File: src/rtl/tile_router_v1_00_a_output_arbiter_if.sv
// Handshake bundle between the input-port clients, the output arbiter and the output link.
interface tile_router_v1_00_a_output_arbiter_if #(
  parameter int C_NUM_REQUESTERS = 8,
  parameter int C_PACKET_WIDTH   = 66
);
  logic [C_NUM_REQUESTERS-1:0]                reqX_valid;
  logic [C_NUM_REQUESTERS-1:0]                reqX_accept;
  logic [C_NUM_REQUESTERS*C_PACKET_WIDTH-1:0] reqX_payload;
  logic                                       output_valid;
  logic                                       output_accept;
  logic [C_PACKET_WIDTH-1:0]                  output_payload;

  // master: requesters plus downstream link; slave: the arbiter
  modport master (
    output reqX_valid, reqX_payload, output_accept,
    input  reqX_accept, output_valid, output_payload
  );
  modport slave (
    input  reqX_valid, reqX_payload, output_accept,
    output reqX_accept, output_valid, output_payload
  );
endinterface

File: src/rtl/tile_router_v1_00_a_output_arbiter.sv
// Round-robin output-port arbiter with a single registered output slot (valid/accept).
// Optional statistics counters are enabled by defining TILE_ROUTER_ARB_STATS_EN.
`ifdef TILE_ROUTER_ARB_STATS_EN
module tile_router_v1_00_a_output_arbiter_sat_cnt (
  input  logic        clk,
  input  logic        rst,
  input  logic        inc,
  output logic [31:0] cnt
);
  always_ff @(posedge clk or negedge rst) begin
    if (!rst)                   cnt <= '0;
    else if (inc && cnt != '1)  cnt <= cnt + 32'd1;
  end
endmodule
`endif

module tile_router_v1_00_a_output_arbiter #(
  parameter int C_NUM_REQUESTERS = 8,
  parameter int C_PACKET_WIDTH   = 66,
  parameter int C_PORT_TYPE      = 0
) (
  input  logic clk,
  input  logic rst,
  tile_router_v1_00_a_output_arbiter_if.slave bus
`ifdef TILE_ROUTER_ARB_STATS_EN
  ,
  output logic [32*C_NUM_REQUESTERS-1:0] grant_count,
  output logic [31:0]                    stall_count
`endif
);
  localparam int N     = C_NUM_REQUESTERS;
  localparam int W     = C_PACKET_WIDTH;
  localparam int PTR_W = $clog2(N);
  localparam logic [PTR_W:0] NUM = (PTR_W+1)'(N);

  if (C_NUM_REQUESTERS < 2 || C_PORT_TYPE < 0) begin : g_cfg_chk
    $error("tile_router output arbiter: need at least 2 requesters and a non-negative port type");
  end

  typedef enum logic {EMPTY = 1'b0, FULL = 1'b1} state_t;

  state_t             r_state;
  logic               r_out_valid;
  logic [W-1:0]       r_out_payload;
  logic [PTR_W-1:0]   r_rr_ptr;

  logic [N-1:0][W-1:0] w_req_pl;
  logic [PTR_W:0]      w_sum;
  logic [PTR_W-1:0]    w_gnt_idx;
  logic                w_any;
  logic                w_can_load;
  logic                w_grant;

  assign w_req_pl = bus.reqX_payload;

  // Walk from the highest offset down so the lowest offset from rr_ptr wins.
  always_comb begin
    w_any     = 1'b0;
    w_gnt_idx = '0;
    w_sum     = '0;
    for (int k = N-1; k >= 0; k--) begin
      w_sum = {1'b0, r_rr_ptr} + (PTR_W+1)'(k);
      if (w_sum >= NUM) w_sum = w_sum - NUM;
      if (bus.reqX_valid[w_sum[PTR_W-1:0]]) begin
        w_any     = 1'b1;
        w_gnt_idx = w_sum[PTR_W-1:0];
      end
    end
  end

  // Accept is gated by reset so nothing is handed over while the slot is being cleared.
  assign w_can_load      = (r_state == EMPTY) | bus.output_accept;
  assign w_grant         = w_can_load & w_any & rst;
  assign bus.reqX_accept = w_grant ? (N'(1) << w_gnt_idx) : '0;

  always_ff @(posedge clk or negedge rst) begin
    if (!rst) begin
      r_state       <= EMPTY;
      r_out_valid   <= 1'b0;
      r_out_payload <= '0;
      r_rr_ptr      <= '0;
    end else begin
      case (r_state)
        EMPTY:   if (w_grant) r_state <= FULL;
        FULL:    if (bus.output_accept && !w_grant) r_state <= EMPTY;
        default: r_state <= EMPTY;
      endcase
      if (w_grant) begin
        r_out_valid   <= 1'b1;
        r_out_payload <= w_req_pl[w_gnt_idx];
        r_rr_ptr      <= (w_gnt_idx == PTR_W'(N-1)) ? '0 : w_gnt_idx + 1'b1;
      end else if (bus.output_accept) begin
        r_out_valid   <= 1'b0;
      end
    end
  end

  assign bus.output_valid   = r_out_valid;
  assign bus.output_payload = r_out_payload;

`ifdef TILE_ROUTER_ARB_STATS_EN
  for (genvar i = 0; i < N; i++) begin : g_gcnt
    tile_router_v1_00_a_output_arbiter_sat_cnt u_cnt (
      .clk (clk),
      .rst (rst),
      .inc (w_grant && (w_gnt_idx == PTR_W'(i))),
      .cnt (grant_count[i*32 +: 32])
    );
  end

  tile_router_v1_00_a_output_arbiter_sat_cnt u_stall_cnt (
    .clk (clk),
    .rst (rst),
    .inc (r_out_valid & ~bus.output_accept),
    .cnt (stall_count)
  );
`endif

endmodule

File: src/flat_wrapper.sv
// flat-port wrapper written by rule: the top's interface ports become plain ports
module tile_router_v1_00_a_output_arbiter_flat 
#(
  parameter int C_NUM_REQUESTERS = 8,
  parameter int C_PACKET_WIDTH   = 66,
  parameter int C_PORT_TYPE      = 0
)
  (clk, rst, bus_reqX_valid, bus_reqX_payload, bus_output_accept, bus_reqX_accept, bus_output_valid, bus_output_payload);
  tile_router_v1_00_a_output_arbiter_if #(.C_NUM_REQUESTERS(C_NUM_REQUESTERS), .C_PACKET_WIDTH(C_PACKET_WIDTH)) bus_i ();
  input  logic clk;
  input  logic rst;
  input wire logic [$bits(bus_i.reqX_valid)-1:0] bus_reqX_valid;
  input wire logic [$bits(bus_i.reqX_payload)-1:0] bus_reqX_payload;
  input wire logic [$bits(bus_i.output_accept)-1:0] bus_output_accept;
  output wire logic [$bits(bus_i.reqX_accept)-1:0] bus_reqX_accept;
  output wire logic [$bits(bus_i.output_valid)-1:0] bus_output_valid;
  output wire logic [$bits(bus_i.output_payload)-1:0] bus_output_payload;
  assign bus_i.reqX_valid = bus_reqX_valid;
  assign bus_i.reqX_payload = bus_reqX_payload;
  assign bus_i.output_accept = bus_output_accept;
  assign bus_reqX_accept = bus_i.reqX_accept;
  assign bus_output_valid = bus_i.output_valid;
  assign bus_output_payload = bus_i.output_payload;
  tile_router_v1_00_a_output_arbiter #(.C_NUM_REQUESTERS(C_NUM_REQUESTERS), .C_PACKET_WIDTH(C_PACKET_WIDTH), .C_PORT_TYPE(C_PORT_TYPE)) u_core (.clk(clk), .rst(rst), .bus(bus_i));
endmodule
File: config.mk
export PLATFORM = sky130hd
export DESIGN_NAME = tile_router_v1_00_a_output_arbiter_flat
export DESIGN_NICKNAME = d
export VERILOG_FILES = /design/src/rtl/tile_router_v1_00_a_output_arbiter_if.sv /design/src/rtl/tile_router_v1_00_a_output_arbiter.sv /design/src/flat_wrapper.sv
export SDC_FILE = /design/constraint.sdc
export NUM_CORES = 1
export LEC_CHECK = 0
export ABC_AREA = 1
export BUFFER_PORTS_ARGS = -buffer_cell sky130_fd_sc_hd__clkbuf_2
export CAP_MARGIN = 20
export CORE_AREA = 2 2 237 239
export CTS_CLUSTER_DIAMETER = 30
export DETAILED_ROUTE_END_ITERATION = 8
export DIE_AREA = 0 0 239 241
export HOLD_SLACK_MARGIN = 0.06
export PLACE_DENSITY = 0.37
export SYNTH_ARGS = -nofsm -noshare
export SYNTH_HDL_FRONTEND = slang
export SYNTH_SLANG_ARGS = --single-unit
File: constraint.sdc
create_clock -name clk -period 3.2 [get_ports clk]
set_input_delay 0.16 -clock clk [delete_from_list [all_inputs] [get_ports clk]]
set_output_delay 0.16 -clock clk [all_outputs]
set_load 0.02 [all_outputs]
# Word-level counts from Yosys, hierarchy flattened

Cells that the tools add are included.

Add/subtract/negate cells: 16
Magnitude comparators: 17
Equal/unequal tests: 1
Shift operators: 1
Muxes and demuxes: 49
Bitwise gates (word level): 4
Reduce and logical (&&, ||, !) cells: 3

Operator list:

| kind                                                                                | count |
|---|---|
| 66-bit binary-select mux with 3-bit select                                          | 1 |
| 66-bit 2-to-1 mux                                                                   | 1 |
| 3-bit 2-to-1 mux                                                                    | 17 |
| 3-bit by 4-bit less-than comparator with 1-bit output, second input constant        | 9 |
| 4-bit greater-or-equal comparator, second input constant                            | 7 |
| 1-bit binary-select mux with 3-bit select                                           | 8 |
| 3-bit by 1-bit subtractor with 3-bit output, second input constant                  | 8 |
| 1-bit 2-to-1 mux                                                                    | 20 |
| 3-bit by 3-bit adder with 4-bit output, second input constant                       | 4 |
| 3-bit by 2-bit adder with 4-bit output, second input constant                       | 2 |
| 8-bit 2-to-1 mux                                                                    | 1 |
| 1-bit by 3-bit << shifter with 8-bit output, first input constant                   | 1 |
| 3-bit by 1-bit adder with 4-bit output, second input constant                       | 1 |
| 3-bit by 4-bit greater-or-equal comparator with 1-bit output, second input constant | 1 |
| 3-bit by 1-bit adder with 3-bit output, second input constant                       | 1 |
| 3-bit == test, second input constant                                                | 1 |
| 1-bit bitwise AND                                                                   | 2 |
| 1-bit one-hot mux with 2 select lines                                               | 1 |
| 2-bit nonzero test                                                                  | 1 |
| 1-bit logical AND                                                                   | 1 |
| 1-bit logical NOT                                                                   | 1 |
| 1-bit inverter                                                                      | 1 |
| 1-bit bitwise OR                                                                    | 1 |

Bits in registers: 71
Bits of input ports: 539
Output and inout bits: 75
Logic and storage cells: 95

# Longest topological paths before layout

Gate-level depths: netlist of run 1.

Word-level depth: 19
Mapped depth: 23
Mapped depth without buffers: 20

# Worst setup path after synthesis of run 1

OpenSTA, ideal clock, no wires.

Path kind: register -> output
Start: register u_core.r_rr_ptr[1]
End: output port bus_reqX_accept[7]
Arrival: 2.789 ns
Required time: 3.040 ns
Slack: 0.251 ns
Cell stages (with the launch flop): 21
Path buffers: 4
Cell sequence: dfrtp_1 > buf_2 > inv_2 > ha_1 > buf_2 > inv_1 > nand3_1 > nand3_1 > nand2_1 > nor2_1 > nand2_1 > nand3_1 > nand2_1 > nand2_1 > nand2_2 > a21oi_4 > buf_4 > buf_4 > ha_1 > inv_1 > nor2_1

Longest elaborated chain between the ends: 16
Elaborated cells between the ends (all ways): 67
Classes of those cells: add/sub (15); order compare (8); shift (1); mux (41); bitwise (2)

Ends and longest elaborated chain:

| element                                                                                          | RTL line                                 | RTL |
|---|---|---|
| start: declaration                                                                               | tile_router_v1_00_a_output_arbiter.sv:45 | `logic [PTR_W-1:0] r_rr_ptr;` |
| start signal: assignment                                                                         | tile_router_v1_00_a_output_arbiter.sv:91 | `r_rr_ptr <= (w_gnt_idx == PTR_W'(N-1)) ? '0 : w_gnt_idx + 1'b1;` |
| 3-bit by 3-bit adder with 4-bit output                                                           | tile_router_v1_00_a_output_arbiter.sv:62 | `w_sum = {1'b0, r_rr_ptr} + (PTR_W+1)'(k);` |
| 4-bit greater-or-equal comparator or 3-bit by 1-bit subtractor with 3-bit output (tied branches) | tile_router_v1_00_a_output_arbiter.sv:63 | `if (w_sum >= NUM) w_sum = w_sum - NUM;` |
| 3-bit 2-to-1 mux                                                                                 | tile_router_v1_00_a_output_arbiter.sv:63 |  |
| 1-bit binary-select mux with 3-bit select                                                        | tile_router_v1_00_a_output_arbiter.sv:64 | `if (bus.reqX_valid[w_sum[PTR_W-1:0]]) begin` |
| 1-bit 2-to-1 mux (not written as such)                                                           | tile_router_v1_00_a_output_arbiter.sv:64 |  |
| 1-bit 2-to-1 mux (8 in series)                                                                   | tile_router_v1_00_a_output_arbiter.sv:64 |  |
| 1-bit bitwise AND (2 in series)                                                                  | tile_router_v1_00_a_output_arbiter.sv:73 | `assign w_grant = w_can_load & w_any & rst;` |
| 8-bit 2-to-1 mux *                                                                               | tile_router_v1_00_a_output_arbiter.sv:74 | `assign bus.reqX_accept = w_grant ? (N'(1) << w_gnt_idx) : '0;` |
| end: declaration                                                                                 | flat_wrapper.sv:15                       | `output wire logic [$bits(bus_i.reqX_accept)-1:0] bus_reqX_accept;` |

Mark *: on every way between the ends. The rest lies on a longest branch, timed or not. The select of a mux whose other input is x is not followed.

# Worst setup path in the final report of run 1

Start: register u_core.r_rr_ptr[0]
End: register u_core.r_out_payload[9] (netlist: u_core.bus.output_payload[9])

Longest elaborated chain between the ends: 15
Elaborated cells between the ends (all ways): 67
Classes of those cells: add/sub (15); order compare (8); mux (42); bitwise (2)

Ends and longest elaborated chain:

| element                                                                                          | RTL line                                                                           | RTL |
|---|---|---|
| 3-bit by 3-bit adder with 4-bit output                                                           | tile_router_v1_00_a_output_arbiter.sv:62                                           |  |
| 4-bit greater-or-equal comparator or 3-bit by 1-bit subtractor with 3-bit output (tied branches) | tile_router_v1_00_a_output_arbiter.sv:63                                           |  |
| 3-bit 2-to-1 mux                                                                                 | tile_router_v1_00_a_output_arbiter.sv:63                                           |  |
| 1-bit binary-select mux with 3-bit select                                                        | tile_router_v1_00_a_output_arbiter.sv:64                                           |  |
| 1-bit 2-to-1 mux (not written as such)                                                           | tile_router_v1_00_a_output_arbiter.sv:64                                           |  |
| 3-bit 2-to-1 mux or 1-bit 2-to-1 mux (tied branches) (8 in series)                               | tile_router_v1_00_a_output_arbiter.sv:64                                           |  |
| 66-bit binary-select mux with 3-bit select or 1-bit bitwise AND (tied branches)                  | tile_router_v1_00_a_output_arbiter.sv:90, tile_router_v1_00_a_output_arbiter.sv:73 |  |
| 66-bit 2-to-1 mux (not written as such) or 1-bit bitwise AND (tied branches)                     | tile_router_v1_00_a_output_arbiter.sv:90, tile_router_v1_00_a_output_arbiter.sv:73 |  |
| end signal: assignment                                                                           | tile_router_v1_00_a_output_arbiter.sv:90                                           | `r_out_payload <= w_req_pl[w_gnt_idx];` |
| end: declaration                                                                                 | tile_router_v1_00_a_output_arbiter.sv:44                                           | `logic [W-1:0] r_out_payload;` |

Parallel ways exist; a longest one is shown, timed or not. The select of a mux whose other input is x is not followed.
A chain may end at the register's enable or synchronous reset.

==> results of run 1 <==
==> final cells by class <==
cell class	instances	area [um^2]	share of cell area, %
Multi-Input combinational cell	1594	6710	48.2
Clock buffer	12	246	1.77
Clock inverter	4	45.0	0.324
Timing Repair Buffer	705	4180	30.0
Sequential cell	71	1780	12.8
Inverter	22	82.6	0.593
Tap cell	704	881	6.33
Antenna cell	2	5.00	0.0360
==> critical path: cells and delay by family (launching register included) <==
family	cells	cell delay (ps)
and+or+nand+nor	12	1150
DFF	1	400
adders and majority gates	1	280
buffers and inverters	6	890
AOI/OAI and AO/OA	1	120
==> layer usage <==
layer  vias up  GRT usage, %  routed length, um  share of wire [%]
met5         -             0                 11              0.021
li1       6884             -                  -                  -
met3        48          3.26               3070                5.7
met1      6154          20.8              22300                 42
met2       466          31.0              26900                 50
met4         2          5.32               1200                2.2
==> worst max-delay path by stage <==
stage                                              start                                        to  slack [ps]  cells after the start
after floorplan           u_core.r_rr_ptr[1]$_DFFE_PN0P_                        bus_reqX_accept[7]         250                     20
after global placement    u_core.r_rr_ptr[0]$_DFFE_PN0P_                        bus_reqX_accept[7]        -170                     15
after detailed placement  u_core.r_rr_ptr[0]$_DFFE_PN0P_                        bus_reqX_accept[7]        -230                     15
after CTS                 u_core.r_rr_ptr[0]$_DFFE_PN0P_                        bus_reqX_accept[5]           8                     18
after global routing      u_core.r_rr_ptr[0]$_DFFE_PN0P_                        bus_reqX_accept[2]         -20                     18
final                     u_core.r_rr_ptr[0]$_DFFE_PN0P_  u_core.bus.output_payload[9]$_DFFE_PN0P_         200                     20
==> registers in the layout, summed over array words and instances (netlist names) <==
signal                     flops
u_core.bus.output_valid        1
u_core.r_state                 1
u_core.r_rr_ptr                3
u_core.bus.output_payload     66
==> metrics by stage <==
step | TNS, ps | util (%)
2_1_floorplan | 0 | -
3_3_place_gp | -738 | 24.0
3_5_place_dp | -1430 | 24.0
4_1_cts | 0 | 24.8
5_1_grt | -63.8 | 25.4
6_report | 0 | 25.4
==> synthesized netlist by cell type, drive strengths merged (2+ instances only) <==
library cell	n	area, um^2
a21oi	9	63.8
nand2	1190	4490
ha	3	37.5
buf	129	855
clkbuf	12	45.0
o21ai	2	10.0
nor3	2	10.0
xnor2	2	17.5
xor2	2	17.5
dfrtp	71	1780
nand3	367	1840
nor2	13	56.3
inv	22	82.6
==> what timing repair did <==
| action | 4_1_cts | 5_1_grt |
|---|---|---|
| hold buffers | 1 | 0 |
| gates resized for setup | 9 | 30 |
| pin swaps | 3 | 8 |
| buffers inserted | 4 | 14 |
| cloned | 3 | 4 |
| setup endpoints to repair | 53 | 69 |
| hold endpoints to repair | 34 | 0 |
==> kinds of logic (layout without fill, tap and decap cells) <==
group | after synthesis | count (layout) | synth area share, %
buf+inv | 163 | 743 | 10.5
xor+xnor | 4 | 4 | 0.376
other cells | 0 | 2 | 0
simple gates | 1573 | 1574 | 68.7
flops | 71 | 71 | 19.1
compound gates | 12 | 13 | 0.860
fa+ha+maj | 3 | 3 | 0.403
==> impl_metrics.toml, run 1 <==
[clock_network]
clock_latency_ps = 360
clock_sinks = 71
numCtsBuffers = 9
clk_pin_slew_worst_paths_ps = 60
cts_buffer_depth = 2
clock_tree.root_cell = "clkbuf_16"
cts_max_level = 3
cts_tree = "done"

[final_layout]
layout.cells.non_filler = 3114
nets = 2945
final_cell_area_mm2 = 0.0139
layout_common_cells = "1179 x nand2_1, 606 x clkbuf_2, 361 x nand3_1"
area_growth_pct = 49.5
drive_gt1_share_pct = 31.4
fillers = 6476
final_common_cell = "nand2_1"

[yosys]
ys_types = 25
yosysWarningCount = 0
yosys_register_bits = 71
synth_ff_type = "dfrtp_1"
syn_nets = 2368
avgSynthCellArea_um2 = 5.10
async_flop_share_pct = 100
synth.cell_area_mm2 = 0.00931
synth_edf_count = 0
synthCells = 1826
ys_seq_area_share_pct = 19.1

[place]
dp.cells = 3069
place.detailed.hpwl_um = 40100
gp_congestion = 0.862
preCtsSetupSlack_ps = -225
io_buffers = 613
placed_area_mm2 = 0.0131

[grt]
grtUsageTotal_pct = 17.3
antenna_found_initial = 2
grt_pass1_wl_um = 76800
first_global_vias = 13500
grt_max_degree = 113
overflow = 0

[critical_path]
reg2reg_slack_ps = 200
crit_path_end_kind = "flip-flop"
r2r_cells = 20
critical_path_required_ps = 3500
arrival_ps = 3300
worstReg2RegEnd = "u_core.bus.output_payload[9]$_DFFE_PN0P_"
r2r-start = "u_core.r_rr_ptr[0]$_DFFE_PN0P_"
path_class = "flip-flop to flip-flop"
cp_cell_sequence = "inv_2 -> ha_4 -> buf_4 -> nand3_2 -> nand3_2 -> nand2_1 -> buf_4 -> inv_2 -> nand2_1 -> o21ai_1 -> nand2_1 -> nand2_8 -> buf_12 -> buf_16 -> nand3_1 -> nand2_1 -> nand2_1 -> nand2_1 -> nand2_1 -> nand3_1"
path_common_cell = "nand2_1"
slowest_stage = "dfrtp_1"
startpoint_type = "flip-flop"
slowest_delay_ps = 400
crit_fanout = 74

[timing]
fin_crit_sh_pct = 93.7
fmax_mhz = 334
final_max_slew_viol_count = 0
worst_slew_pin_slew_ps = 617
setup_ws_ps = 202
max_slew_margin_pct = 58.8
finalHoldWorstSlack_ps = 132
setup_violations = 0
hold_viol = 0
fin_crit_ps = 3000
finalClockSkew_ps = 7.48

[drt]
drc_errors = 0
drt_iter0_markers = 742
vias = 13600
dr.pass1.iters = 5
vias_per_cell = 4.35
postRouteAntennaNets = 0
wl_um = 53400
wl_per_cell_um = 17.1

[hold_path]
min_to = "u_core.bus.output_valid$_DFFE_PN0P_"
min_path_type = "input pin to flip-flop"
hp-start = "bus_output_accept"
whs_path_depth = 4

[floorplanning]
fp.coreArea_mm2 = 0.0549
start_util_pct = 17.0
die_area_mm2 = 0.0576
num_rows = 86
num_io_pins = 614
die_h_um = 241
die_x_um = 239

[run]
drv_cap = 0

[status]
status = "finished clean"
Power of run 1 is left out: the tool's default activity adds up to more than one toggle a clock period on the data nets, which glitch-free logic cannot reach.
==> run 2: changes to the inputs <==
--- a/config.mk
+++ b/config.mk
@@ -5,15 +5,14 @@
 export SDC_FILE = /design/constraint.sdc
 export NUM_CORES = 1
 export LEC_CHECK = 0
-export ABC_AREA = 1
 export BUFFER_PORTS_ARGS = -buffer_cell sky130_fd_sc_hd__clkbuf_2
 export CAP_MARGIN = 20
-export CORE_AREA = 2 2 237 239
+export CORE_AREA = 2 2 238 240
 export CTS_CLUSTER_DIAMETER = 30
 export DETAILED_ROUTE_END_ITERATION = 8
-export DIE_AREA = 0 0 239 241
+export DIE_AREA = 0 0 240 242
 export HOLD_SLACK_MARGIN = 0.06
-export PLACE_DENSITY = 0.37
+export PLACE_DENSITY = 0.35
 export SYNTH_ARGS = -nofsm -noshare
 export SYNTH_HDL_FRONTEND = slang
 export SYNTH_SLANG_ARGS = --single-unit
==> run 2 against run 1 <==
Effect of this change: the run now ends with negative setup slack left; non-clock buffer count is 180 higher; die area rose by 0.84%; sequential share of layout area fell by 2.7 points; critical path depth fell by 5; register-to-register slack lost 500 ps; routed wire length increased by 11%; utilization rose by 6.2 points; clock skew down 2.5 ps; worst hold slack improved by 63 ps; synthesized area down 9.5%; sequential cell count unchanged; critical endpoint is now bus_reqX_accept[4]; largest cell class unchanged; highest routed layer unchanged.
==> impl_metrics.toml, run 2 <==
[clock_network]
cts_max_level = 3
numCtsBuffers = 9
cts_tree = "done"
clock_latency_ps = 380
cts_buffer_depth = 2
clock_tree.root_cell = "clkbuf_16"
clk_pin_slew_worst_paths_ps = 70
clock_sinks = 71

[yosys]
ys_types = 56
avgSynthCellArea_um2 = 9.07
synth_area_leaders = "dfrtp_1 21%, mux2i_1 18%, o221ai_1 7.0%, o22a_1 6.9%, mux2_4 4.8%"
synth_edf_count = 0
synth_top_area_share_pct = 21.1
synth.most_common_cell = "mux2i_1"
synth_ff_type = "dfrtp_1"
syn_nets = 1471
synthCells = 929
ys_seq_area_share_pct = 21.1
yosys.area.top_type = "dfrtp_1"
synth.cell_area_mm2 = 0.00843
netlist_top_cells_count = "150 x mux2i_1, 87 x nand2_1, 71 x dfrtp_1, 67 x o221ai_1, 66 x o22a_1"
async_flop_share_pct = 100
yosysWarningCount = 0
yosys_register_bits = 71

[place]
io_buffers = 613
preCtsSetupSlack_ps = -649
place.detailed.hpwl_um = 44600
gp_congestion = 0.856
dp.cells = 2360

[critical_path]
arrival_ps = 3420
cp_cell_sequence = "inv_2 -> ha_4 -> mux4_2 -> nand2_2 -> nand3_2 -> and3_1 -> o21ai_1 -> o211ai_1 -> buf_4 -> a21o_4 -> buf_12 -> buf_8 -> buf_12 -> nor2_4 -> buf_8"
crit_path_end_kind = "output pin"
crit_family = "buffers and inverters"
critical_path_required_ps = 3040
crit_fanout = 5
path_class = "flip-flop to output pin"
cp_num_buf_inv = 6
slowest_stage = "mux4_2"
slowest_delay_ps = 540
startpoint_type = "flip-flop"

[drt]
wl_um = 59300
drt_iter0_markers = 475
highest_layer = "met5"
vias_per_cell = 4.64
met1_length_um = 24200
met3_length_um = 3350
vias = 11500
wl_per_cell_um = 24.0
postRouteAntennaNets = 0
dr.pass1.iters = 5
wl_met2_um = 30500
drc_errors = 0

[final_layout]
layout_common_cells = "604 x clkbuf_2, 126 x buf_4, 76 x nand2_1"
layout.cells.non_filler = 2470
n_antenna_cell = 0
register_area_mm2 = 0.00178
drive_gt1_share_pct = 68.4
largest_register_ffs = 66
utilization_pct = 31.6
fillers = 5903
area_growth_pct = 109
final_common_cell = "clkbuf_2"
multi_input_area_mm2 = 0.00794
nets = 2252

[timing]
max_slew_margin_pct = 58.7
fin_crit_sh_pct = 112
worst_slew_pin_slew_ps = 620
setup_violations = 74
final_max_slew_viol_count = 0
rsz0062_at_grt = "true"
fin_tns_setup_ps = -16530
hold_viol = 0
finalClockSkew_ps = 4.97
fmax_mhz = 279
setup_ws_ps = -378
fin_crit_ps = 3580

[floorplanning]
num_io_pins = 614
die_h_um = 242
num_rows = 87
die_x_um = 240
start_util_pct = 15.1
die_area_mm2 = 0.0581
fp.coreArea_mm2 = 0.0557

[status]
violations = "negative setup slack"
status = "complete, but fails checks"

[grt]
first_global_vias = 12100
grt_pass1_wl_um = 83200
antenna_found_initial = 3
grt_max_degree = 40
grtUsageTotal_pct = 19.8
overflow = 0

[hold_path]
min_path_type = "input pin to flip-flop"

[run]
drv_cap = 0
-- run 2: changes by cell type in the layout (fill, tap and decap cells not counted), sizes merged, moves of 40 or more --
| cell | delta |
|---|---|
| nand2 | -1104 |
| nand3 | -331 |
| buf | +182 |
| mux2i | +150 |
| o221ai | +67 |
| o22a | +66 |
| o21ai | +42 |
| mux2 | +40 |
-- run 2: repair_timing --
item,CTS,global route
hold buffers,2,0
gates resized for setup,381,138
setup buffers,87,10
endpoints found under the setup margin,75,74
pin swaps,140,113
endpoints found under the hold margin,33,0
gates cloned,18,3
-- run 2: kinds of logic after synthesis --
group	count (synthesis)	synth area share [%]
AO/OA/AOI/OAI	340	33.2
multiplexers	197	26.3
AND/OR/NAND/NOR	192	10.6
buffers and inverters	122	7.96
flip-flops	71	21.1
XOR/XNOR	4	0.416
adder cells (fa/ha/maj)	3	0.445
-- run 2: through the flow --
stage / hold WS [ps] / instance area (um^2)
4_1_cts: 148 / 17000
3_5_place_dp: 371 / 13700
5_1_grt: 186 / 17600
6_report: 196 / 17600
2_1_floorplan: -136 / 8540
3_3_place_gp: 369 / 13700
-- run 2: area by class of cell --
class / instances / share of cell area (%)
inverter: 7 / 0.299
tap: 756 / 5.37
sequential: 71 / 10.1
timing repair buffer: 885 / 37.4
multi-input combinational: 736 / 45.1
clock buffer: 12 / 1.46
clock inverter: 3 / 0.242
-- run 2: final timing paths --
| kind | startpoint | depth (start not counted) | end | slack [ps] |
|---|---|---|---|---|
| max | u_core.r_rr_ptr[0]$_DFFE_PN0P_ | 15 | bus_reqX_accept[4] | -380 |
| min | bus_reqX_payload[285] | 4 | u_core.bus.output_payload[21]$_DFFE_PN0P_ | 200 |
| max reg2reg | u_core.r_rr_ptr[0]$_DFFE_PN0P_ | 18 | u_core.bus.output_payload[59]$_DFFE_PN0P_ | -300 |
| min reg2reg | u_core.bus.output_valid$_DFFE_PN0P_ | 1 | u_core.bus.output_valid$_DFFE_PN0P_ | 500 |
| max in group asynchronous | rst | 4 | u_core.r_state$_DFF_PN0_ | 1630 |
| min in group asynchronous | rst | 3 | u_core.r_rr_ptr[1]$_DFFE_PN0P_ | 510 |
-- run 2: routing by layer --
metal | global-route usage [%] | vias to the layer above
met4 | 4.27 | 6
met3 | 3.99 | 45
met1 | 23.7 | 5588
li1 | - | 5350
met5 | 0 | -
met2 | 36.1 | 464
-- run 2: worst register-to-register path, stage by stage, from the launching register on --
cell and delay [ps]:
dfrtp_2 420, inv_2 70, ha_4 320, mux4_2 540, nand2_2 90, nand3_2 100
and3_1 160, o21ai_1 110, o211ai_1 220, buf_4 230, buf_6 120, buf_6 110
o21ai_4 60, buf_12 160, buf_12 110, buf_8 120, buf_16 140, o221ai_4 120
o22a_1 180
Power of run 2 is left out for the same reason.
==> run 3: changes to the inputs <==
--- a/config.mk
+++ b/config.mk
@@ -5,14 +5,17 @@
 export SDC_FILE = /design/constraint.sdc
 export NUM_CORES = 1
 export LEC_CHECK = 0
-export BUFFER_PORTS_ARGS = -buffer_cell sky130_fd_sc_hd__clkbuf_2
 export CAP_MARGIN = 20
-export CORE_AREA = 2 2 238 240
+export CELL_PAD_IN_SITES_DETAIL_PLACEMENT = 0
+export CELL_PAD_IN_SITES_GLOBAL_PLACEMENT = 1
+export CORE_AREA = 2 2 236 238
 export CTS_CLUSTER_DIAMETER = 30
 export DETAILED_ROUTE_END_ITERATION = 8
-export DIE_AREA = 0 0 240 242
+export DIE_AREA = 0 0 238 240
+export DONT_BUFFER_PORTS = 1
 export HOLD_SLACK_MARGIN = 0.06
-export PLACE_DENSITY = 0.35
+export PLACE_DENSITY = 0.34
+export REMOVE_ABC_BUFFERS = 1
 export SYNTH_ARGS = -nofsm -noshare
 export SYNTH_HDL_FRONTEND = slang
 export SYNTH_SLANG_ARGS = --single-unit
==> run 3 against run 2 <==
Effect of this change: the run still ends with negative setup slack left; critical path type is now flip-flop to flip-flop; cell count is 26% lower; register-to-register slack improved by 20 ps; global-route usage decreased by 2.0 points; worst setup slack gained 96 ps; fmax up 2.8%; die area shrank 1.7%; first-iteration DRC count shrank 9.9%.
==> impl_metrics.toml, run 3 (same netlist as run 2, synthesis figures left out) <==
[status]
status = "complete, but fails checks"
violations = "negative setup slack"

[timing]
max_slew_margin_pct = 64.3
worst_slew_pin_slew_ps = 536
setup_violations = 74
final_max_slew_viol_count = 0
setup_ws_ps = -282
rsz0062_at_grt = "true"
fin_crit_ps = 3480
fmax_mhz = 287
fin_tns_setup_ps = -14620
finalClockSkew_ps = 12.3
hold_viol = 0
fin_crit_sh_pct = 109

[clock_network]
cts_tree = "done"
cts_buffer_depth = 2
numCtsBuffers = 9
clk_pin_slew_worst_paths_ps = 80
clock_tree.root_cell = "clkbuf_16"
clock_latency_ps = 380
cts_max_level = 3
clock_sinks = 71

[place]
place.detailed.hpwl_um = 40900
preCtsSetupSlack_ps = -637
io_buffers = 0
gp_congestion = 0.829

[drt]
drc_errors = 0
wl_um = 55600
wl_per_cell_um = 30.5
drt_iter0_markers = 428
postRouteAntennaNets = 0
vias_per_cell = 5.13
dr.pass1.iters = 4
vias = 9329

[floorplanning]
num_io_pins = 614
num_rows = 86
start_util_pct = 15.4
die_area_mm2 = 0.0571
die_x_um = 238
die_h_um = 240
fp.coreArea_mm2 = 0.0547

[hold_path]
hp-start = "bus_reqX_payload[445]"
min_path_type = "input pin to flip-flop"
min_to = "u_core.bus.output_payload[49]$_DFFE_PN0P_"
whs_path_depth = 3

[grt]
antenna_found_initial = 11
first_global_vias = 9602
grt_pass1_wl_um = 72600
overflow = 0
grt_max_degree = 72
grtUsageTotal_pct = 17.8

[critical_path]
arrival_ps = 3760
r2r_cells = 16
path_class = "flip-flop to flip-flop"
cp-startpoint = "u_core.r_rr_ptr[0]$_DFFE_PN0P_"
r2r-start = "u_core.r_rr_ptr[0]$_DFFE_PN0P_"
crit_path_end_kind = "flip-flop"
crit_fanout = 8
critical_path_required_ps = 3470
startpoint_type = "flip-flop"
reg2reg_slack_ps = -280
worstReg2RegEnd = "u_core.bus.output_payload[48]$_DFFE_PN0P_"

[final_layout]
layout_common_cells = "172 x buf_4, 123 x mux2i_1, 81 x nand2_1"
nets = 1645
largest_register_ffs = 66
area_growth_pct = 57.9
final_common_cell = "buf_4"
drive_gt1_share_pct = 42.2
fillers = 5914

[run]
drv_cap = 0
-- run 3: cell types whose count changed in the layout (fill, tap and decap cells not counted), sizes merged --
cell,delta
bufbuf,+2
bufinv,+1
clkinv,-1
inv,+4
diode,+8
clkbuf,-601
dlygate4sd3,+5
buf,-16
-- run 3: per-layer routing --
layer  global-route usage, %  up-vias  wire (um)
li1                        -     4132          -
met1                    20.2     4651      21500
met2                    31.9      467      28500
met3                    3.95       75       3680
met4                    8.05        4       1900
met5                       0        -         27
-- run 3: final cells by class --
cell class / count / area (um^2) / area share, %
well taps: 704 / 881 / 6.62
clock inverters: 7 / 103 / 0.771
flip-flops and latches: 71 / 1780 / 13.4
inverters: 7 / 28.8 / 0.216
clock buffers: 9 / 225 / 1.69
repair buffers: 278 / 3160 / 23.8
multi-input cells: 736 / 7110 / 53.4
diodes: 8 / 20.0 / 0.150
-- run 3: metrics by stage --
stage                     cell area, um^2  utilization (%)  hold WS, ps  std cells
after floorplan                      7780                -         -136        814
after global placement              10600             19.3         -133       1708
after detailed placement            10600             19.3         -133       1708
after CTS                           12300             22.6         62.5       1776
after global routing                13300             24.3         89.4       1820
final                               13300             24.3         99.1       1820
-- run 3: what timing repair did --
action / in CTS / in global routing
hold buffers: 8 / 0
gates cloned: 7 / 10
gates resized for setup: 177 / 92
buffers inserted: 40 / 27
endpoints found under the setup margin: 77 / 75
hold endpoints to repair: 77 / 0
pin swaps: 23 / 53
-- run 3: worst max path at each step --
| stage | to | slack, ps | depth (start not counted) |
|---|---|---|---|
| floorplan | u_core.r_rr_ptr[2]$_DFFE_PN0P_ | -10280 | 11 |
| global placement | u_core.bus.output_payload[46]$_DFFE_PN0P_ | -620 | 13 |
| detailed placement | u_core.bus.output_payload[46]$_DFFE_PN0P_ | -640 | 13 |
| CTS | bus_reqX_accept[6] | -330 | 11 |
| global route | bus_reqX_accept[5] | -380 | 16 |
| finish | u_core.bus.output_payload[48]$_DFFE_PN0P_ | -280 | 16 |
-- run 3: worst max-delay path, cell delays in order, from the launching register on --
cell	delay, ps
dfrtp_1	390
buf_6	150
buf_12	130
buf_12	120
mux2i_4	200
mux4_2	520
buf_6	140
o21ai_2	110
o21ai_2	100
a211oi_4	270
nor2_4	120
buf_12	170
buf_6	130
clkbuf_16	160
mux2_4	290
o211a_1	200
o22a_1	170
Power of run 3 is left out for the same reason.
